## src/rtl/chaos_pkg.sv

```systemverilog
// Shared constants, FSM encoding and seeding helper for the chaotic random source.
package chaos_pkg;

    localparam int NCH   = 5;
    localparam int STEPS = 2 * NCH;

    typedef enum logic [1:0] {IDLE, WARM, GEN, HOLD} state_t;

    localparam logic [0:4][31:0] SALT = {
        32'h0000_0000, 32'h9E37_79B9, 32'h7F4A_7C15, 32'hD1B5_4A32, 32'h2545_F491
    };

    localparam logic [0:4][31:0] RESEED = {
        32'h6A09_E667, 32'hBB67_AE85, 32'h3C6E_F372, 32'hA54F_F53A, 32'h510E_527F
    };

    // A zero state is a fixed point of the map, so it is replaced by a fixed nonzero value.
    function automatic logic [31:0] seed_chan(input logic [2:0] c, input logic [31:0] seed);
        logic [31:0] v;
        v = seed ^ SALT[c];
        return (v == '0) ? RESEED[c] : v;
    endfunction

endpackage

```

## src/rtl/logistic_step.sv

```systemverilog
// One logistic-map iteration over two cycles on a single shared multiplier:
// phase A registers t = x*(1-x), phase B produces y = MU*t with degeneracy replacement.
module logistic_step
    import chaos_pkg::*;
#(
    parameter logic [31:0] MU = 32'hFC00_0000
) (
    input  logic        clk,
    input  logic        rst,
    input  logic        en,
    input  logic        phase_b,
    input  logic [31:0] x,
    input  logic [31:0] reseed,
    output logic [31:0] y
);

    logic [32:0] op_a;
    logic [32:0] op_b;
    logic [65:0] prod;
    logic [31:0] t_q;
    logic [31:0] y_raw;
    logic        unused_prod;

    always_comb begin
        if (phase_b) begin
            op_a = {1'b0, MU};
            op_b = {1'b0, t_q};
        end else begin
            op_a = {1'b0, x};
            op_b = 33'h1_0000_0000 - {1'b0, x};
        end
    end

    assign prod  = {33'd0, op_a} * {33'd0, op_b};
    assign y_raw = prod[61:30];
    // A collapsed orbit (zero or fixed point) would stall the channel forever.
    assign y     = (y_raw == '0 || y_raw == x) ? reseed : y_raw;

    assign unused_prod = ^{prod[65:64], prod[29:0]};

    always_ff @(posedge clk) begin
        if (rst)
            t_q <= '0;
        else if (en && !phase_b)
            t_q <= prod[63:32];
    end

endmodule

```

## src/rtl/chaos_rand_src.sv

```systemverilog
// Five logistic-map channels sharing one step unit, presented as a valid/ready tuple source.
module chaos_rand_src
    import chaos_pkg::*;
#(
    parameter int          CHAOS_OVLD_W = 32,
    parameter logic [31:0] MU           = 32'hFC00_0000,
    parameter int unsigned WARMUP       = 16
) (
    input  logic                    clk,
    input  logic                    rst,
    input  logic                    seed_load,
    input  logic [31:0]             seed,
    output logic [CHAOS_OVLD_W-1:0] rand_x1,
    output logic [CHAOS_OVLD_W-1:0] rand_x2,
    output logic [CHAOS_OVLD_W-1:0] rand_x3,
    output logic [CHAOS_OVLD_W-1:0] rand_z1,
    output logic [CHAOS_OVLD_W-1:0] rand_z2,
    output logic                    rand_vld,
    input  logic                    rand_rdy,
    output logic                    busy
);

    localparam logic [15:0] WARM_LAST = 16'(WARMUP - 1);
    localparam state_t      START     = (WARMUP == 0) ? GEN : WARM;

    state_t      state, state_n;
    logic [3:0]  step_cnt;
    logic [15:0] round_cnt;
    logic [31:0] chan [NCH];
    logic [2:0]  ch;
    logic        phase_b;
    logic        running;
    logic        last_step;
    logic        last_round;
    logic [31:0] x_cur;
    logic [31:0] y;

    assign ch         = step_cnt[3:1];
    assign phase_b    = step_cnt[0];
    assign running    = (state == WARM) || (state == GEN);
    assign last_step  = (step_cnt == 4'(STEPS - 1));
    assign last_round = (round_cnt == WARM_LAST);
    assign x_cur      = chan[ch];
    assign busy       = running;

    logistic_step #(.MU(MU)) u_step (
        .clk     (clk),
        .rst     (rst),
        .en      (running),
        .phase_b (phase_b),
        .x       (x_cur),
        .reseed  (RESEED[ch]),
        .y       (y)
    );

    always_ff @(posedge clk) begin
        if (rst)
            state <= IDLE;
        else
            state <= state_n;
    end

    always_comb begin
        state_n = state;
        case (state)
            IDLE:    if (seed_load) state_n = START;
            WARM:    if (last_step && last_round) state_n = GEN;
            GEN:     if (last_step) state_n = HOLD;
            HOLD:    if (rand_rdy) state_n = GEN;
            default: state_n = IDLE;
        endcase
        // A new seed overrides everything, including a coincident handshake.
        if (seed_load)
            state_n = START;
    end

    always_ff @(posedge clk) begin
        if (rst) begin
            step_cnt  <= '0;
            round_cnt <= '0;
            rand_vld  <= 1'b0;
            rand_x1   <= '0;
            rand_x2   <= '0;
            rand_x3   <= '0;
            rand_z1   <= '0;
            rand_z2   <= '0;
            for (int c = 0; c < NCH; c++)
                chan[c] <= '0;
        end else if (seed_load) begin
            step_cnt  <= '0;
            round_cnt <= '0;
            rand_vld  <= 1'b0;
            for (int c = 0; c < NCH; c++)
                chan[c] <= seed_chan(3'(c), seed);
        end else begin
            if (running) begin
                step_cnt <= last_step ? 4'd0 : step_cnt + 4'd1;
                if (phase_b)
                    chan[ch] <= y;
                if (state == WARM && last_step)
                    round_cnt <= round_cnt + 16'd1;
                // Channel 4's new value is still on y at this edge.
                if (state == GEN && last_step) begin
                    rand_x1  <= chan[0];
                    rand_x2  <= chan[1];
                    rand_x3  <= chan[2];
                    rand_z1  <= chan[3];
                    rand_z2  <= y;
                    rand_vld <= 1'b1;
                end
            end
            if (state == HOLD && rand_rdy)
                rand_vld <= 1'b0;
        end
    end

endmodule
```

## config.mk

```make
export PLATFORM = sky130hd
export DESIGN_NAME = chaos_rand_src
export DESIGN_NICKNAME = d
export VERILOG_FILES = /design/src/rtl/chaos_pkg.sv /design/src/rtl/logistic_step.sv /design/src/rtl/chaos_rand_src.sv
export SDC_FILE = /design/constraint.sdc
export NUM_CORES = 2
export LEC_CHECK = 0
export ABC_AREA = 1
export BUFFER_PORTS_ARGS = -buffer_cell sky130_fd_sc_hd__buf_2
export CELL_PAD_IN_SITES_DETAIL_PLACEMENT = 2
export CELL_PAD_IN_SITES_GLOBAL_PLACEMENT = 2
export CORE_MARGIN = 2
export CORE_UTILIZATION = 40
export CTS_BUF_LIST = sky130_fd_sc_hd__clkbuf_2 sky130_fd_sc_hd__clkbuf_4 sky130_fd_sc_hd__clkbuf_8
export DETAILED_ROUTE_END_ITERATION = 12
export GPL_TIMING_DRIVEN = 0
export HOLD_SLACK_MARGIN = 0.15
export PLACE_DENSITY = 0.93
export RECOVER_POWER = 100
export SKIP_LAST_GASP = 1
export SLEW_MARGIN = 0
export SYNTH_ARGS = -nofsm -noshare
export SYNTH_HDL_FRONTEND = slang
export SYNTH_SLANG_ARGS = --single-unit
```

## constraint.sdc

```tcl
create_clock -name clk -period 22.5 [get_ports clk]
set_input_delay 3.375 -clock clk [delete_from_list [all_inputs] [get_ports clk]]
set_output_delay 3.375 -clock clk [all_outputs]
set_load 0.01 [all_outputs]
```

Word-level counts from Yosys, hierarchy flattened
Memories as Yosys holds them, arrays and structs flattened. A register that Yosys moved wholly into a read port is not among the register bits.
Index checks and enable logic that the tools add are counted.
W data, S select, Z words.
{ "classes": {"n_addsub": 3, "multipliers": 1, "magnitude_cmp": 1, "n_eq_ne": 13, "muxes": 36, "bitwise_logic": 12, "n_reduce_logical": 23} }
{ "op_table": {"columns": ["cell", "n"], "rows": [
  ["$mux W32", 15],
  ["$logic_not A32 Y1", 6],
  ["$mul A32 B33 Y64", 1],
  ["$mux W33", 1],
  ["$sub A33 B32 Y33 const A", 1],
  ["$eq A32 B32 Y1", 1],
  ["$reduce_or A32 Y1", 1],
  ["$not A20 Y20", 1],
  ["$not A18 Y18", 1],
  ["$add A16 B1 Y16 const B", 1],
  ["$eq A16 B4 Y1 const B", 1],
  ["$not A15 Y15", 1],
  ["$not A14 Y14", 1],
  ["$mux W1", 12],
  ["$mux W3", 3],
  ["$reduce_and A4 Y1", 2],
  ["$mux W2", 3],
  ["$ne A2 B2 Y1 const B", 3],
  ["$ne A3 B3 Y1 const B", 2],
  ["$pmux W2 S3", 1],
  ["$logic_and A1 B1 Y1", 5],
  ["$or A1 B1 Y1", 5],
  ["$add A4 B1 Y4 const B", 1],
  ["$eq A2 B2 Y1 const B", 2],
  ["15 further kinds", 18]
]} }
{ "word_totals": {"regBits": 87, "ramBits": 160, "mem_bits_ro": 256, "input_bits": 36, "output_inout_bits": 162, "elab_cells": 98, "memories": 2} }
{ "mem_list": {"columns": ["memory", "depth", "word_bits", "read_ports", "rd_clocked_by_memory_dff", "wr", "line", "text"], "rows": [
  ["(no name shown)", 8, 32, 1, 0, 0, "chaos_rand_src.sv:52", ".reseed (RESEED[ch]),"],
  ["chan", 5, 32, 5, 5, 5, "chaos_rand_src.sv:29", "logic [31:0] chan [NCH];"]
]} }

Longest topological paths before layout
{ "logic_depth": {"depth_word": 8, "ltp_mapped": 67, "mapped_depth_nobuf": 64} }

Hierarchy
A second synthesis with hierarchy kept.
{ "hier_totals": {"cells_unflattened": 7216, "hier_area_um2": 57000.9} }
{ "by_module_without_submodules": {"columns": ["mod", "instances", "cells_per_inst", "area_per_inst_um2", "seq_area_each_um2"], "rows": [
  ["logistic_step", 1, 5046, 37962.7, 640.6],
  ["chaos_rand_src", 1, 2170, 19038.3, 11410.9]
]} }

Worst setup path after synthesis
OpenSTA, ideal clock, no wires.
{ "synth_timing": {"kind": "register to register", "startpoint": "register with a tool-made name", "endpoint": "memory chan[1][11], data pin", "setup_time_ns": 0.253, "arrival_ns": 9.571, "required_time_ns": 22.247, "setup_slack_ns": 12.675, "stages_incl_launch_ff": 58, "n_path_buf": 9, "synth_period_minus_slack_ns": 9.825, "cell_sequence": "dfxtp_1 > buf_4 > buf_6 > buf_6 > buf_6 > buf_6 > buf_2 > nor2_1 > o221ai_1 > nand2_1 > inv_1 > nor2_2 > inv_1 > nor4_1 > nand4_1 > xor2_1 > nand2_1 > o21ai_2 > [... 22 more ...] > nand2_1 > nand2_1 > nand3_1 > nand2_1 > nand2_1 > nand2_1 > nor2_1 > nand2_1 > nor2_1 > nand3_1 > nor2_1 > nand3_1 > buf_4 > buf_6 > nand3_1 > nand2_1 > nand2_1 > nand2_1"} }
{ "synth_lines": {"columns": ["element", "line"], "rows": [
  ["end: declaration", "chaos_rand_src.sv:29"]
]} }

==> out/summary.txt <==
Critical Path AT: 18,990 ps
Crit. End Element: flop
average wire per standard cell: 36.7 um
Fin Setup TNS: 0 ps
Max Slew Vio Count: 199
CTS tree: built
worst min path class: reg -> reg
DRT Pass-1 Iters: 7
Num CTS Buffers: 76
status: complete, but fails checks
Post-synth EDFFs: 256
Synth area leader: fa_1
clk_skew: 79.2 ps
fin worst setup slack: 3820 ps
Worst path max stage delay: 1890 ps
post-synthesis cell type count: 54
Syn-to-layout area delta: 8.89%
post-CTS setup buffers: 0
Ys Warns: 0
clock slew at reported path FFs: 80 ps
Sequential Area: 12,100 sq um
hold_buf cts: 0
Total Routing Usage GR: 47.3%
first-pass GRT wire length: 485 mm
fin crit period: 18,680 ps
Hold Fails Final Rpt: 0
antenna violations before repair: 29
initial core utilization: 40.3%
Rel. slew slack: -85.9%
placed cells: 9,245
Routed WL: 346 mm
Clock Sinks: 474
ys async rst share: 0%
via density per instance: 6.18
area of the multi-input gates: 38,000 sq um
RSZ-0062 raised after global routing: no
post_cts resized: 0
WS Path Type: reg -> reg
Layout Nets: 8,659
failing checks: max-capacitance violations, max-slew violations
drc violations: 0
share of layout cells above drive strength 1: 4.16%
slowest CP cell: o21ai_0
I/O pin count: 198
synth top area cells: fa_1, edfxtp_1, inv_1, nor2_1, nand2_1
initial drt markers: 6,289
final non-filler cell total: 9,409
CORE AREA: 141,000 sq um
fin crit share: 83.0%
Critical Path RT: 22,810 ps
synthesized flop and latch total: 474
synthesized area per cell: 7.99 sq um
DIE HEIGHT: 381 um
largest net degree at the start of global routing: 30
Filler cells: 16.3k
Die ar.: 145,000 sq um
dpl hpwl: 275 mm
Synth top area share: 32.5%
Final GP Congestion: 1.06
Final setup viols: 0
Synth Instances: 7,113
Placement Setup Slack: 7460 ps
crit path max fanout: 10
startpoint types: flop
Final ANT Viol Nets: 0
Worst Tran Pin Value: 2790 ps
Top FF cell, synth: edfxtp_1
most used cell, CP: nand2_1
die width: 381 um
sequential cell area fraction in the yosys report: 21.2%
number of I/O port buffers: 196
CTS H-tree depth: 3
total global routing overflow: 0
via count: 58.1k
CTS Buffer Depth: 3
fmax: 0.0535 GHz
Mapped Area: 56,900 sq um
Rows: 138
max-cap violations: 15
CTS Root Cell: clkbuf_8
vias in the first global route: 66.4k
Worst-Skew Late Latency: 820 ps
## stage by stage
stage,hold WS [ps],area (sq um),util [%]
floorplan,434,57000,-
global placement,446,60300,42.7
detailed placement,473,60600,42.9
CTS,485,62300,44.1
global route,508,61900,43.8
finish,484,61900,43.8
## cell usage in the layout, fill, tap and decap left out, drive strengths merged, types with 2 or more instances in the layout
cell         n
a2111oi      2
a211oi       3
a21boi       5
a21o        13
a21oi      153
a31oi       13
and3         3
buf        113
bufinv       5
clkbuf     536
clkinv      21
clkinvlp     2
conb        29
dfxtp      218
diode       28
edfxtp     256
fa         924
ha         265
inv       1444
nand2     1305
nand3      216
nand3b       5
nand4       31
nor2      1320
nor3        45
nor4        30
o211ai      19
o21a         8
o21ai      401
o21bai       5
o221ai      33
o22ai       34
or2          2
xnor2        7
xnor3        5
xor2        17
## worst paths after layout
| kind | from | end | slack (ps) | depth (start not counted) |
|---|---|---|---|---|
| worst max-delay path | flop | chan[2][25]$_DFFE_PP_ | 3820 | 47 |
| worst min-delay path | round_cnt[2]$_SDFFE_PP0P_ | round_cnt[2]$_SDFFE_PP0P_ | 480 | 2 |
| worst max register to register | flop | chan[2][25]$_DFFE_PP_ | 3820 | 47 |
| worst min register to register | round_cnt[2]$_SDFFE_PP0P_ | round_cnt[2]$_SDFFE_PP0P_ | 480 | 2 |
## worst max-delay path, delay by kind of cell (launching register included)
kind	cells	cell delay (ps)
buffers and inverters	10	3330
and+or+nand+nor	23	6070
adders and majority gates	9	4790
AOI/OAI and AO/OA	5	3560
DFF	1	380
## sequential cells by signal (all words and copies together), names as in the netlist, 4 cells and up, named ones only
register	cells
chan	256
rand_x1	32
rand_x2	32
rand_x3	32
rand_z1	32
rand_z2	32
u_step.t_q	32
round_cnt	16
step_cnt	4
## metal layers
metal  vias up  routed length [um]  part of all wire, %  GRT usage [%]
li1      22101                   -                    -              -
met3      2270               36300                   11           15.1
met2      4545              155000                   45           74.7
met5         -                 160                0.046          0.430
met1     29171              108000                   31           47.7
met4        24               46200                   13           50.3
## synthesized netlist by cell type, drive strengths merged, types with 12 or more instances
master,instances
inv,1440
a21oi,153
nand4,31
a21o,13
o221ai,33
clkbuf,235
nor3,45
nor4,30
clkinv,12
nor2,1320
o21ai,401
ha,265
fa,924
nand2,1305
o22ai,34
xor2,17
buf,83
nand3,216
a31oi,13
edfxtp,256
dfxtp,218
o211ai,19
## final cells by class
| class | count | area share [%] |
|---|---|---|
| Multi-Input combinational cell | 4896 | 61.3 |
| Sequential cell | 474 | 19.5 |
| Inverter | 1452 | 8.81 |
| Tap cell | 1890 | 3.82 |
| Clock buffer | 115 | 2.30 |
| Buffer | 318 | 2.29 |
| Timing Repair Buffer | 216 | 1.46 |
| Clock inverter | 20 | 0.418 |
| Antenna cell | 28 | 0.113 |
## kinds of logic after synthesis
logic type                 share of synthesized area [%]
buffers and inverters                               12.1
and+or+nand+nor                                     21.0
adders and majority gates                           38.4
other                                             0.0132
DFF                                                 21.2
AOI/OAI and AO/OA                                   6.73
xor gates and xnor gates                           0.581
Power is left out: the tool's default activity adds up to more than one toggle a clock period on the data nets, which glitch-free logic cannot reach.
